## src/rtl/gfx_rom_arbiter.sv

```systemverilog
// ---------------------------------------------------------------------------
// gfx_rom_arbiter
//
// Shares one 32-bit external ROM read port (SDRAM controller side) between
// three requesters: tile fetch (planes), sprite fetch and theme-tune
// playback (audio). Misses are arbitrated with fixed priority
// tile > sprite > theme. Theme is forced to the front once it has lost
// THEME_MAX_WAIT grants in a row. Each requester keeps a one-word hit
// latch (last address + data) so a repeat fetch of the same word is
// answered locally without touching memory.
//
// Ports
//   clk_sys          system clock (96 MHz)
//   reset            asynchronous, active-high reset
//   ioctl_download   ROM load in progress: clears hit latches, holds grants
//   tile_req/addr    tile level request + word-32 address (18 bit)
//   tile_ack/dout    one-cycle ack, data held until the next ack
//   spr_req/addr     sprite level request + word-32 address (19 bit)
//   spr_ack/dout     one-cycle ack, data held until the next ack
//   theme_req/addr   theme level request + word-16 address (18 bit)
//   theme_ack/dout   one-cycle ack, selected 16-bit halfword
//   mem_req/addr     external read request (held until mem_ready) + address
//   mem_ready/dout   one-cycle completion pulse with read data
//
// Optional build macro GFXARB_STATS_EN adds:
//   stat_miss[47:0]  miss-grant counts  {theme, sprite, tile} x 16 bit
//   stat_hit[47:0]   hit-ack counts     {theme, sprite, tile} x 16 bit
//   stat_maxlat      largest tile req-to-ack time in cycles (saturating)
// ---------------------------------------------------------------------------
module gfx_rom_arbiter #(
  parameter logic [21:0] TILE_BASE      = 22'h000000,
  parameter logic [21:0] SPR_BASE       = 22'h040000,
  parameter logic [21:0] THEME_BASE     = 22'h0C0000,
  parameter int unsigned THEME_MAX_WAIT = 8
) (
  input  logic        clk_sys,
  input  logic        reset,
  input  logic        ioctl_download,

  input  logic        tile_req,
  input  logic [17:0] tile_addr,
  output logic        tile_ack,
  output logic [31:0] tile_dout,

  input  logic        spr_req,
  input  logic [18:0] spr_addr,
  output logic        spr_ack,
  output logic [31:0] spr_dout,

  input  logic        theme_req,
  input  logic [17:0] theme_addr,
  output logic        theme_ack,
  output logic [15:0] theme_dout,

`ifdef GFXARB_STATS_EN
  output logic [47:0] stat_miss,
  output logic [47:0] stat_hit,
  output logic [7:0]  stat_maxlat,
`endif

  output logic        mem_req,
  output logic [21:0] mem_addr,
  input  logic        mem_ready,
  input  logic [31:0] mem_dout
);

  typedef enum logic [1:0] {
    ST_IDLE,
    ST_GRANT,
    ST_WAIT,
    ST_DONE
  } state_t;

  typedef enum logic [1:0] {
    W_TILE,
    W_SPR,
    W_THEME
  } winner_t;

  localparam logic [7:0] MAX_WAIT = 8'(THEME_MAX_WAIT);

  state_t      state;
  winner_t     winner;
  logic [18:0] grant_addr;   // requester-side address of the transfer in flight

  // Hit latches: last fetched address, its data and a valid flag.
  logic [17:0] tile_last;
  logic        tile_valid;
  logic [18:0] spr_last;
  logic        spr_valid;
  logic [16:0] theme_last;   // word-32 address (theme_addr[17:1])
  logic [31:0] theme_word;   // full word, so either halfword can hit
  logic        theme_valid;

  logic [7:0]  theme_wait;   // grants lost by a pending theme miss

  // -------------------------------------------------------------------------
  // Hit / miss classification
  // -------------------------------------------------------------------------
  logic busy;
  logic tile_match, spr_match, theme_match;
  logic tile_hit,   spr_hit,   theme_hit;
  logic tile_miss,  spr_miss,  theme_miss;
  logic any_miss;

  assign busy        = (state != ST_IDLE);

  assign tile_match  = tile_valid  && (tile_addr == tile_last);
  assign spr_match   = spr_valid   && (spr_addr == spr_last);
  assign theme_match = theme_valid && (theme_addr[17:1] == theme_last);

  // A hit is suppressed while its own ack is high, so a requester that keeps
  // asking for the same word sees ack, gap, ack, gap, ...
  assign tile_hit  = tile_req  && tile_match  && !(busy && winner == W_TILE)  && !tile_ack;
  assign spr_hit   = spr_req   && spr_match   && !(busy && winner == W_SPR)   && !spr_ack;
  assign theme_hit = theme_req && theme_match && !(busy && winner == W_THEME) && !theme_ack;

  assign tile_miss  = tile_req  && !tile_match;
  assign spr_miss   = spr_req   && !spr_match;
  assign theme_miss = theme_req && !theme_match;
  assign any_miss   = tile_miss || spr_miss || theme_miss;

  // -------------------------------------------------------------------------
  // Arbitration among misses
  // -------------------------------------------------------------------------
  logic        grant_now;
  winner_t     pick;
  logic [21:0] pick_mem_addr;
  logic [18:0] pick_req_addr;

  assign grant_now = (state == ST_IDLE) && any_miss && !ioctl_download;

  // NOTE: every always_comb output gets a default first so no path leaves it
  // unassigned; otherwise synthesis infers a latch.
  always_comb begin
    pick = W_THEME;
    if (theme_miss && (theme_wait >= MAX_WAIT)) begin
      pick = W_THEME;
    end else if (tile_miss) begin
      pick = W_TILE;
    end else if (spr_miss) begin
      pick = W_SPR;
    end
  end

  // Base-relative sums are 22 bits wide and wrap modulo 2^22.
  always_comb begin
    pick_mem_addr = THEME_BASE + {5'd0, theme_addr[17:1]};
    pick_req_addr = {1'b0, theme_addr};
    case (pick)
      W_TILE: begin
        pick_mem_addr = TILE_BASE + {4'd0, tile_addr};
        pick_req_addr = {1'b0, tile_addr};
      end
      W_SPR: begin
        pick_mem_addr = SPR_BASE + {3'd0, spr_addr};
        pick_req_addr = spr_addr;
      end
      default: ;
    endcase
  end

  // -------------------------------------------------------------------------
  // FSM, hit latches and registered outputs
  // -------------------------------------------------------------------------
  // NOTE: sequential state uses non-blocking assignments so every register
  // samples the pre-edge values, independent of statement order.
  // NOTE: the hit latches and data registers are ordinary flops here, so they
  // are all reset; outputs must read 0 straight out of reset.
  always_ff @(posedge clk_sys or posedge reset) begin
    if (reset) begin
      state       <= ST_IDLE;
      winner      <= W_TILE;
      grant_addr  <= '0;
      mem_req     <= 1'b0;
      mem_addr    <= '0;
      tile_ack    <= 1'b0;
      spr_ack     <= 1'b0;
      theme_ack   <= 1'b0;
      tile_dout   <= '0;
      spr_dout    <= '0;
      theme_dout  <= '0;
      tile_last   <= '0;
      tile_valid  <= 1'b0;
      spr_last    <= '0;
      spr_valid   <= 1'b0;
      theme_last  <= '0;
      theme_word  <= '0;
      theme_valid <= 1'b0;
      theme_wait  <= '0;
    end else begin
      // Hit acks; the DONE state may additionally raise the winner's ack.
      tile_ack  <= tile_hit;
      spr_ack   <= spr_hit;
      theme_ack <= theme_hit;
      if (theme_hit) begin
        theme_dout <= theme_addr[0] ? theme_word[31:16] : theme_word[15:0];
      end

      if (!theme_req) begin
        theme_wait <= '0;
      end

      case (state)
        ST_IDLE: begin
          if (grant_now) begin
            winner     <= pick;
            grant_addr <= pick_req_addr;
            mem_addr   <= pick_mem_addr;
            state      <= ST_GRANT;
            if (pick == W_THEME) begin
              theme_wait <= '0;
            end else if (theme_miss && theme_wait != 8'hFF) begin
              theme_wait <= theme_wait + 8'd1;
            end
          end
        end

        ST_GRANT: begin
          mem_req <= 1'b1;
          state   <= ST_WAIT;
        end

        ST_WAIT: begin
          if (mem_ready) begin
            mem_req <= 1'b0;
            state   <= ST_DONE;
            case (winner)
              W_TILE: begin
                tile_dout  <= mem_dout;
                tile_last  <= grant_addr[17:0];
                tile_valid <= 1'b1;
              end
              W_SPR: begin
                spr_dout  <= mem_dout;
                spr_last  <= grant_addr;
                spr_valid <= 1'b1;
              end
              default: begin
                theme_word  <= mem_dout;
                theme_dout  <= grant_addr[0] ? mem_dout[31:16] : mem_dout[15:0];
                theme_last  <= grant_addr[17:1];
                theme_valid <= 1'b1;
              end
            endcase
          end
        end

        ST_DONE: begin
          state <= ST_IDLE;
          case (winner)
            W_TILE:  tile_ack  <= 1'b1;
            W_SPR:   spr_ack   <= 1'b1;
            default: theme_ack <= 1'b1;
          endcase
        end

        default: state <= ST_IDLE;
      endcase

      // A ROM load invalidates every latch; placed last so it also wins over
      // a capture that completes while the download is running.
      if (ioctl_download) begin
        tile_valid  <= 1'b0;
        spr_valid   <= 1'b0;
        theme_valid <= 1'b0;
      end
    end
  end

`ifdef GFXARB_STATS_EN
  // -------------------------------------------------------------------------
  // Statistics counters (all saturating)
  // -------------------------------------------------------------------------
  function automatic logic [15:0] sat_inc16(input logic [15:0] v);
    return (v == 16'hFFFF) ? v : v + 16'd1;
  endfunction

  logic [7:0] tile_lat_cnt;   // cycles the current tile request has waited

  always_ff @(posedge clk_sys or posedge reset) begin
    if (reset) begin
      stat_miss    <= '0;
      stat_hit     <= '0;
      stat_maxlat  <= '0;
      tile_lat_cnt <= '0;
    end else begin
      if (grant_now) begin
        case (pick)
          W_TILE:  stat_miss[15:0]  <= sat_inc16(stat_miss[15:0]);
          W_SPR:   stat_miss[31:16] <= sat_inc16(stat_miss[31:16]);
          default: stat_miss[47:32] <= sat_inc16(stat_miss[47:32]);
        endcase
      end
      if (tile_hit)  stat_hit[15:0]  <= sat_inc16(stat_hit[15:0]);
      if (spr_hit)   stat_hit[31:16] <= sat_inc16(stat_hit[31:16]);
      if (theme_hit) stat_hit[47:32] <= sat_inc16(stat_hit[47:32]);

      if (tile_ack) begin
        if (tile_lat_cnt > stat_maxlat) begin
          stat_maxlat <= tile_lat_cnt;
        end
        tile_lat_cnt <= '0;
      end else if (tile_req) begin
        if (tile_lat_cnt != 8'hFF) begin
          tile_lat_cnt <= tile_lat_cnt + 8'd1;
        end
      end else begin
        tile_lat_cnt <= '0;
      end
    end
  end
`endif

endmodule

```

## config.mk

```make
export PLATFORM = sky130hd
export DESIGN_NAME = gfx_rom_arbiter
export DESIGN_NICKNAME = d
export VERILOG_FILES = /design/src/rtl/gfx_rom_arbiter.sv
export SDC_FILE = /design/constraint.sdc
export NUM_CORES = 1
export LEC_CHECK = 0
export BUFFER_PORTS_ARGS = -buffer_cell sky130_fd_sc_hd__buf_4
export CORE_MARGIN = 2
export CORE_UTILIZATION = 37
export CTS_CLUSTER_SIZE = 14
export DETAILED_ROUTE_END_ITERATION = 10
export SYNTH_ARGS = -nofsm -noshare
export SYNTH_HDL_FRONTEND = slang
export SYNTH_SLANG_ARGS = --single-unit
```

## constraint.sdc

```tcl
create_clock -name clk_sys -period 8.1 [get_ports clk_sys]
set_clock_uncertainty 0.15 [all_clocks]
set_input_delay 0.405 -clock clk_sys [delete_from_list [all_inputs] [get_ports clk_sys]]
set_output_delay 0.405 -clock clk_sys [all_outputs]
set_load 0.02 [all_outputs]
```

Yosys cells after proc, flatten, opt, wreduce, memory -nomap -nowiden
Index checks and enable logic that the tools add are counted.
{"block": "op_classes", "n_lt_le_gt_ge": 1, "add_sub_neg": 3, "n_mux": 39, "reduce_logical": 53, "bitwise_logic": 1, "n_eq_ne": 14}
{"op": "$mux 16", "n": 6}
{"op": "$pmux 21 s2", "n": 1}
{"op": "$mux 8", "n": 5}
{"op": "$pmux 19 s2", "n": 1}
{"op": "$logic_and 1x1->1", "n": 22}
{"op": "$add 20x17->21 const A", "n": 1}
{"op": "$add 19x19->20 const A", "n": 1}
{"op": "$eq 19x19->1", "n": 1}
{"op": "$mux 1", "n": 19}
{"op": "$eq 18x18->1", "n": 1}
{"op": "$reduce_and 3->1", "n": 6}
{"op": "$eq 17x17->1", "n": 1}
{"op": "$reduce_bool 2->1", "n": 6}
{"op": "$logic_not 1->1", "n": 10}
{"op": "$mux 2", "n": 5}
{"op": "$add 8x1->8 const B", "n": 1}
{"op": "$eq 2x2->1 const B", "n": 4}
{"op": "$ge 8x4->1 const B", "n": 1}
{"op": "$ne 8x8->1 const B", "n": 1}
{"op": "$pmux 2 s4", "n": 1}
{"op": "$eq 2x1->1 const B", "n": 3}
{"op": "$logic_not 2->1", "n": 3}
{"op": "$reduce_and 2->1", "n": 3}
{"op": "$ne 2x2->1 const B", "n": 2}
{"op": "5 further kinds", "n": 6}
{"block": "totals", "reg_bits": 226, "wordCells": 130}

Depth between registers and ports, before layout
Gate-level depths: netlist (run 1).
{"block": "depth", "ltp_word": 11, "depth_mapped": 10}

Worst setup path before layout (run 1)
No wires, ideal clock.
{"block": "synth_path", "path_type": "input to register", "start": "input theme_addr[7]", "end": "register theme_dout[10]", "setup_time_ns": 0.137, "stages": 9, "required_time_ns": 7.813, "n_path_buf": 2, "t_arrival_ns": 2.273, "path_slack_ns": 5.540, "cell_sequence": "xor2_1 > or4_1 > nor3_2 > nand2_1 > or4_4 > buf_6 > buf_12 > mux2i_1 > a21oi_1"}
{"block": "synth_between", "elab_chain_len": 9}
{"element": "start: declaration", "line": "51", "rtl": "input logic [17:0] theme_addr,"}
{"element": "$eq 17x17->1 *", "line": "110", "rtl": "assign theme_match = theme_valid && (theme_addr[17:1] == theme_last);"}
{"element": "$logic_and 1x1->1 *", "line": "110"}
{"element": "$logic_and 1x1->1 * (3 in series)", "line": "116", "rtl": "assign theme_hit = theme_req && theme_match && !(busy && winner == W_THEME) && !theme_ack;"}
{"element": "$mux 16 *", "line": "196", "rtl": "if (theme_hit) begin"}
{"element": "$mux 16", "line": "228", "rtl": "case (winner)"}
{"element": "$mux 16", "line": "225", "rtl": "if (mem_ready) begin"}
{"element": "$mux 16 *", "line": "204", "rtl": "case (state)"}
{"element": "end signal: assignment", "line": "197", "rtl": "theme_dout <= theme_addr[0] ? theme_word[31:16] : theme_word[15:0];"}
{"element": "end signal: assignment", "line": "241", "rtl": "theme_dout <= grant_addr[0] ? mem_dout[31:16] : mem_dout[15:0];"}
{"element": "end: declaration", "line": "53", "rtl": "output logic [15:0] theme_dout,"}
Mark *: on every way between the ends. The rest lies on a longest branch, timed or not.
A chain may end at the register's enable or synchronous reset.

Final worst setup path (run 1)
{"block": "layout_path", "start": "register theme_last[5]", "end": "register mem_addr[1]"}
{"block": "layout_between", "elab_chain_len": 8, "word_cells_on_any_way": 13, "classes_between": "eq/ne: 2; mux: 2; reduce/logical: 9"}
{"element": "start: declaration", "line": "91", "rtl": "logic [16:0] theme_last;"}
{"element": "start signal: assignment", "line": "242", "rtl": "theme_last <= grant_addr[17:1];"}
{"element": "$eq 17x17->1 *", "line": "110"}
{"element": "$logic_and 1x1->1 *", "line": "110"}
{"element": "$logic_not 1->1 *", "line": "120", "rtl": "assign theme_miss = theme_req && !theme_match;"}
{"element": "$logic_and 1x1->1 *", "line": "120"}
{"element": "$logic_and 1x1->1 or $logic_or 1x1->1 (tied branches)", "line": "137, 121"}
{"element": "$mux 2 or $logic_and 1x1->1 (tied branches)", "line": "137, 131"}
{"element": "$eq 2x1->1 (tied with other cells)", "line": "150", "rtl": "case (pick)"}
{"element": "$pmux 21 s2 or $reduce_and 2->1 (tied branches)"}
{"element": "end signal: assignment", "line": "209", "rtl": "mem_addr <= pick_mem_addr;"}
{"element": "end: declaration", "line": "62", "rtl": "output logic [21:0] mem_addr,"}
Marked as above.

==> summary by stage, run 1 <==
Worst setup path
The cell family contributing the most delay on the critical path is compound AO/OA/AOI/OAI gates. The number of cells on the worst reg-to-reg path is 7. The critical path's largest stage delay is 0.82 ns. The buffering stage count on the worst path with inverters included is 0. The critical path runs through a total of 7 cells. The largest driver fanout on the critical path is 16.

The worst setup path is launched from a flip-flop. STA puts the critical path data required time at 8.39 ns. Walking the worst path, the cells encountered are xnor2_1, nand2_1, or3b_4, o41a_4, a21oi_2, a221oi_1, a21oi_1.

The kind of critical path is reg -> reg. For the worst setup path, the data arrival time is 3.54 ns. The slowest stage of the critical path belongs to the cell sky130_fd_sc_hd__a21oi_2. The worst setup path is captured at a flip-flop.

Clock network
The TritonCTS clock tree is built. The number of clock buffers added by TritonCTS is 26. The tree built by TritonCTS fans out to 224 sinks. The clock-pin slew of the registers on the worst-case setup and hold paths is 0.06 ns. Counting along the longest clock path gives a buffer depth of 3. The root cell of the clock tree is sky130_fd_sc_hd__clkbuf_16.

CTS built an H-tree with a depth of 1. At the later pin of the worst-skew pair, clock insertion delay measures 0.52 ns.

Timing
Timing would allow up to 307 MHz. The final hold slack is 0.0286 ns. The number of pins exceeding their max-slew limit in the final report is 0.

Setup repair after global routing left no endpoint under its margin. Of the available clock period, the critical path in the final layout requires 40.2%. The final hold violation count is 0. The total negative slack is 0 ns. Counting I/O delays and the setup requirement, the final critical path takes 3.25 ns. In this run the tightest slew margin relative to its limit is 32.0%. After layout, the worst setup slack is 4.85 ns. The count of final setup violators is 0. The worst-margin pin slew is 1.02 ns.

Layout
The synthesis-to-layout area growth is 28.6%. The fraction of final layout cells sized beyond drive strength 1 is 40.6%. 0 antenna diodes ended up in the layout. The layout has 2450 filler cells. The final net count is 1127.

Placed design
The weighted congestion reported at the end of routability-driven placement is 0.808. The HPWL after detailed placement is 18.3 mm. The number of buffers inserted by port buffering is 197. The setup slack at placement is 4.72 ns.

Yosys
In this run the cell area of the synthesized design comes to 0.0102 mm². The fraction of the mapped netlist area in adder cells is 0.857%. By area the synthesized netlist is led by sky130_fd_sc_hd__dfrtp_1, sky130_fd_sc_hd__mux2_2, sky130_fd_sc_hd__xnor2_1, sky130_fd_sc_hd__o22a_1, sky130_fd_sc_hd__mux2i_1. The post-synthesis register bit count is 224.

Of the post-synthesis cell area, the part taken by muxes is 19.8%. The number of enable flip-flop cells after synthesis is 0. The number of different library cells used by synthesis comes to 58. After synthesis, the largest family of logic cells by area is multiplexers. The fraction of the yosys area taken by sequential cells is 54.9%. The synthesized design devotes to its leading area cell type 54.9% of total area.

The share of flip-flops with an asynchronous set or reset is 100%. The synthesis warning total is 0. In the synthesized netlist, the number of instances is 800. The area fraction in and, or, nand and nor cells after synthesis is 5.74%. Of all cell types, the one taking the most synthesized area is sky130_fd_sc_hd__dfrtp_1. After Yosys synthesis, XOR and XNOR cells account for 4.63% of the synthesized area. The post-synthesis compound-gate area fraction is 10.7%. The most common flop cell mapped by yosys is sky130_fd_sc_hd__dfrtp_1. The mean cell area of the mapped netlist is 12.8 µm².

Min path
The path class of the tightest hold or removal check is in -> reg. The number of cells on the worst hold path is 3.

Detailed routing
Detailed routing inserted a total of 7120 vias. The routed wirelength normalized by instance count is 19.3 µm. The number of nets with antenna violations after routing is 0.

After detailed routing, the total wire length is 26.7 mm. The per-cell via count in the routed design is 5.15. For this block, the initial DRC count from the detailed router was 380.

For this run, the detailed router's first-pass iteration total came to 4. For this run, design rule violations remaining after detail routing come to 0.

Status
The flow ran to the end, and the final reports show no timing, DRC or antenna violations.

Floorplanning
In this run the horizontal extent of the chip is 170 µm. The count of boundary I/O pins is 200. The die is 170 µm tall. The site row count is 60. The starting density of the core is 37.8%. The die covers 0.0290 mm². The placeable core region is 0.0270 mm².

Power and ir drop
The maximum vdd ir drop is 0.224 mV. For this design the static power due to leakage is 0.00594 µW. The power per cell area is 381 mW/mm².

Global routing
The number of global-route vias before repair is 7479. For this run, the total global-route usage over all layers was measured as 18.4%. The remaining global-route overflow is 0.

Entering global routing, the biggest net connects 108 pins. The first global-routing pass estimated 42.2 mm of wire. The initial antenna violation count is 0.

Job
The max-capacitance violation count is 0.
==> worst min-delay path, delay by kind of cell <==
family | cells | cell delay [ns]
simple gates | 1 | 0.06
buf+inv | 1 | 0.13
compound gates | 1 | 0.06
==> layout by cell type, fill, tap and decap left out, drive strengths merged, types with 3 or more instances in the layout <==
cell / count
nand2b: 6
a22o: 15
a31oi: 7
mux2i: 17
xnor2: 46
and3: 3
nor3: 6
clkbuf: 39
ha: 7
nor2b: 19
inv: 33
nor2: 21
a211oi: 19
dlygate4sd3: 34
a21oi: 31
o22a: 29
clkinv: 4
mux2: 165
o21ai: 23
xor2: 8
o2bb2ai: 3
buf: 205
nand3: 9
dfrtp: 224
nand4: 14
nand2: 19
==> power by group <==
group,switching [µW],total [µW],internal [µW]
clock,446,1090,648
combinational,952,1940,984
sequential,330,1980,1650
total,1730,5010,3280
==> final timing paths <==
check	slack, ns	from	endpoint
max reg2reg	4.85	theme_last[5]$_DFFE_PP0P_	mem_addr[1]$_DFFE_PP0P_
min reg2reg	0.34	spr_ack$_DFF_PP0_	spr_ack$_DFF_PP0_
max in group asynchronous	6.01	reset	mem_addr[15]$_DFFE_PP0P_
min	0.03	theme_addr[17]	mem_addr[16]$_DFFE_PP0P_
min in group asynchronous	0.42	reset	tile_dout[29]$_DFFE_PP0P_
max	4.85	theme_last[5]$_DFFE_PP0P_	mem_addr[1]$_DFFE_PP0P_
==> area by class of cell <==
type	count	area [µm²]	share of cell area [%]
Tap cell	341	427	3.25
Timing Repair Buffer	239	1880	14.3
Clock buffer	39	771	5.86
Multi-Input combinational cell	502	4310	32.8
Sequential cell	224	5610	42.6
Inverter	33	131	0.999
Clock inverter	4	20.0	0.152
==> synthesized netlist by cell type, drive strengths merged, types with 3 or more instances <==
| cell type | instances |
|---|---|
| dfrtp | 224 |
| mux2 | 165 |
| xnor2 | 46 |
| inv | 33 |
| a21oi | 31 |
| clkbuf | 31 |
| o22a | 29 |
| o21ai | 23 |
| nor2 | 21 |
| a211oi | 19 |
| nand2 | 19 |
| nor2b | 19 |
| mux2i | 17 |
| a22o | 15 |
| nand4 | 14 |
| buf | 11 |
| nand3 | 9 |
| xor2 | 8 |
| a31oi | 7 |
| ha | 7 |
| nand2b | 6 |
| nor3 | 6 |
| and3 | 3 |
| o2bb2ai | 3 |
==> through the flow <==
| stage | total power, µW | utilization, % | area, µm² | instances |
|---|---|---|---|---|
| after floorplan | 3160 | - | 10200 | 801 |
| after global placement | 3890 | 44.5 | 12000 | 1305 |
| after detailed placement | 3930 | 44.5 | 12000 | 1305 |
| after CTS | 5070 | 48.6 | 13100 | 1382 |
| after global routing | 5310 | 48.6 | 13100 | 1382 |
| final | 5010 | 48.6 | 13100 | 1382 |
==> kinds of logic after synthesis <==
| logic type | Yosys count |
|---|---|
| buf+inv | 75 |
| other cells | 1 |
| fa+ha+maj | 7 |
| xor+xnor | 54 |
| mux | 182 |
| flops | 224 |
| compound gates | 148 |
| simple gates | 109 |
==> state kept, by name, summed over array words and instances (netlist names), 2 cells and up <==
register    count
state           2
tile_dout      32
grant_addr     19
theme_word     32
mem_addr       20
winner          2
theme_last     17
theme_dout     16
tile_last      18
spr_dout       32
theme_wait      8
spr_last       19
==> what timing repair did <==
item                                   in CTS  in global routing
hold buffers                               34                  0
endpoints found under the hold margin     198                  0
buffers inserted                            0                  0
resized for setup                           0                  0
==> metal layers <==
| metal | track usage (%) | vias up | wire (µm) |
|---|---|---|---|
| li1 | - | 3333 | - |
| met2 | 30.5 | 188 | 12600 |
| met4 | 4.20 | 0 | 565 |
| met3 | 4.44 | 45 | 1740 |
| met5 | 0 | - | 0 |
| met1 | 24.6 | 3554 | 11700 |
(Power assumes the default switching activity.)
==> run 2, diff against run 1 <==
Clock period 8.1 ns to 3.3 ns, I/O delays scaled along.
==> run 2 against run 1 <==
Net effect: combinational power rose to 2.5 times the previous value; global-route usage rose by 0.60 points; cell area increased by 6.2%; first-iteration DRC count grew 5.5%; via count is 4.4% higher; power increased to 2.5 times the previous value; clock power grew to 2.6 times the previous value; maximum frequency increased by 1.9%; count of clock-buffer cells in the layout increased by 2; sequential cell count is the same; die area stayed put; largest cell class unchanged; largest power group unchanged.
==> summary by stage, run 2 (synthesis results as in run 1) <==
Global routing
The pin count of the biggest net entering global routing was 53 (-51%). The remaining global-route overflow came to 0 (unchanged). The number of global-route vias before repair is 7755 (+3.7%).

The overall routing resource usage is 19.0% (+0.60 points). The initial antenna violation count came to 0 (unchanged). The global-route wire length before repair is 43.4 mm (+2.8%).

Power and ir drop
The design internal power is 8230 µW (+150%). The maximum vdd ir drop is 0.614 mV (+170%). The clock share of power is 22.2% (+0.3 points). The combinational power share was 38.9% (+0.2 points).

The switching share of power was 34.3% (-0.21 points). The leakage power figure is 0.00632 µW (+6.3%). The sequential group share of total power is 38.9% (-0.6 points). The net switching power is 4300 µW (+150%).

The power per cell area came to 897 mW/mm² (+140%).

Detailed routing
The routed wirelength normalized by instance count is 18.8 µm (-2.7%). The detailed-routing iteration count for the pre-antenna-repair pass came to 4 (unchanged). The per-cell via count in the routed design was 5.10 (-0.95%).

The vias after detailed routing is 7435 (+4.4%). The number of nets with antenna violations after routing is 0 (unchanged). The number of remaining DRC errors is 0 (unchanged).

The sum of routed wire length over all layers is 27.3 mm (+2.6%). The violation count after the first detailed-routing iteration came to 401 (+5.5%).

Floorplanning
The vertical die dimension is 170 µm (unchanged). The starting density of the core is 37.8% (unchanged). The overall die area is 0.0290 mm² (unchanged). The chip width is 170 µm (unchanged). The count of boundary I/O pins is 200 (unchanged). The placeable core region came to 0.0270 mm² (unchanged). The site row count is 60 (unchanged).

Timing
The count of final setup violators is 0 (unchanged). The number of pins exceeding their max-slew limit in the final report is 0 (unchanged). Setup repair after global routing left no endpoint under its margin. The worst relative slew slack came to 30.7% (-1.2 points).

The shortest clock period the worst path allows after layout came to 3.19 ns (-0.0615 ns). The maximum operating frequency was 313 MHz (+1.9%). The part of the cycle the worst path needs is 96.8% (+57 points). The total negative slack is 0 ns (unchanged).

The final hold slack was 0.0441 ns (+0.0155 ns). The final hold violation count is 0 (unchanged). The worst-margin pin slew is 1.04 ns (+0.0163 ns).

Clock network
The number of levels in the clock H-tree is 1 (unchanged). The maximum clock insertion buffer count is 3 (unchanged). The clock insertion delay at the later pin of the skew report came to 0.52 ns (about the same). The clock-pin slew of the registers on the worst-case setup and hold paths is 0.06 ns (about the same).

The cell sitting at the root of the clock tree is a sky130_fd_sc_hd__clkbuf_16. TritonCTS built the clock tree. The clock net sink count came to 224 (unchanged). The total CTS buffers was 26 (unchanged).

Worst setup path
The cell family contributing the most delay on the critical path is compound AO/OA/AOI/OAI gates. The count of cells along the worst register-to-register path came to 9 (+2). The critical path endpoint is mem_addr[14]$_DFFE_PP0P_.

The worst setup path is captured at a flip-flop. The worst setup slack for register-to-register paths was 0.11 ns (-4.74 ns). The endpoint identified for the worst register-to-register timing path is mem_addr[14]$_DFFE_PP0P_. The signal on the critical path passes through xnor2_2, nand2_1, or3b_4, o41a_4, a211oi_4, buf_4, a22o_1, dlygate4sd3_1, o22a_1. The largest driver fanout on the critical path is 6 (-10). The number of gates on the worst path with buffers counted is 9 (+2). The endpoint arrival time on the critical path is 3.50 ns (-0.04 ns).

The critical path's largest stage delay is 0.60 ns (-0.22 ns). The worst setup path is launched from a flip-flop. The data required time at the worst endpoint is 3.61 ns (-4.78 ns). Tracing the worst setup path back leads to its startpoint at theme_last[5]$_DFFE_PP0P_. The kind of critical path is reg -> reg. The launching point of the worst reg2reg path is theme_last[5]$_DFFE_PP0P_. The slowest stage cell on the critical path is sky130_fd_sc_hd__dlygate4sd3_1. The buffering stage count on the worst path with inverters included is 2 (+2).

Layout
The number of fillers in the final layout is 2366 (-3.4%). The count of inserted antenna diode cells is 0 (unchanged). The area of all placed cells without fillers is 0.0140 mm² (+6.2%).

The synthesis-to-layout area growth is 36.6%. The utilization after layout is 51.7% (+3.0 points). The fraction of final layout cells sized beyond drive strength 1 is 39.4% (-1.2 points). The final net count is 1199 (+6.4%).

The most common library cell in the layout ignoring fill and taps is sky130_fd_sc_hd__dfrtp_1. The top cell types in the final layout, fill and taps aside, are sky130_fd_sc_hd__dfrtp_1, sky130_fd_sc_hd__buf_4, sky130_fd_sc_hd__mux2_2. In the final layout, the registers with the most flip-flops are spr_dout (32), theme_word (32), tile_dout (32).

Job
The max-capacitance violation count was 0 (unchanged).

Placed design
The placed instance area was 0.0122 mm² (+1.3%). The sum of net half-perimeters after detailed placement is 18.6 mm (+1.6%). The weighted congestion reported at the end of routability-driven placement came to 0.798 (-1.3%). The number of buffers inserted by port buffering is 197 (unchanged).

Min path
The class of the most critical hold timing path is in -> reg.

Status
The run finished with clean final reports.
-- run 2: area by class of cell --
class                   instances  area (µm²)  area share, %
flip-flops and latches        224        5610           40.1
clock inverters                 5        56.3          0.403
inverters                      33         128          0.914
clock buffers                  41         768           5.50
multi-input cells             502        4330           31.0
repair buffers                311        2640           18.9
well taps                     341         427           3.06
-- run 2: power groups by stage --
stage / registers, µW / clock network (µW) / logic [µW]
final: 4870 / 2780 / 4870
after global routing: 5050 / 2960 / 5250
after CTS: 4880 / 2850 / 4900
after detailed placement: 4910 / 0 / 4800
after global placement: 4870 / 0 / 4740
after floorplan: 5470 / 0 / 2290
-- run 2: stage by stage --
step	setup slack (ns)	power, µW	std cells
2_1_floorplan	0.0610	7760	801
3_3_place_gp	0.493	9600	1317
3_5_place_dp	0.435	9700	1317
4_1_cts	0.0117	12600	1455
5_1_grt	0.00674	13300	1457
6_report	0.107	12500	1457
-- run 2: timing repair --
item                       CTS  global route
hold endpoints to repair   194             0
gates resized for setup      0             4
hold buffers                92             0
setup endpoints to repair    0            13
setup buffers                0             2
-- run 2: how the worst min path moves through the flow --
| stage | from | end | slack, ns | cells past startpoint |
|---|---|---|---|---|
| global placement | ioctl_download | theme_valid$_DFFE_PP0P_ | 0.23 | 2 |
| global route | theme_addr[10] | mem_addr[9]$_DFFE_PP0P_ | 0.06 | 4 |
| detailed placement | ioctl_download | theme_valid$_DFFE_PP0P_ | 0.23 | 2 |
| finish | theme_addr[10] | mem_addr[9]$_DFFE_PP0P_ | 0.04 | 4 |
| CTS | theme_addr[10] | mem_addr[9]$_DFFE_PP0P_ | 0.02 | 4 |
| floorplan | ioctl_download | spr_valid$_DFFE_PP0P_ | 0.08 | 1 |
-- run 2: layer usage --
metal  wire length, µm  share of wire (%)  GRT usage (%)  vias up
li1                  -                  -              -     3486
met1             12200                 45           26.0     3713
met2             12800                 47           30.8      195
met3              1750                6.4           4.40       41
met4               604                2.2           4.65        0
met5                 0                  0              0        -
-- run 2: worst min-delay path: cells and delay by family --
kind	cells	cell delay, ns
AO/OA/AOI/OAI	2	0.33
buffers and inverters	2	0.18
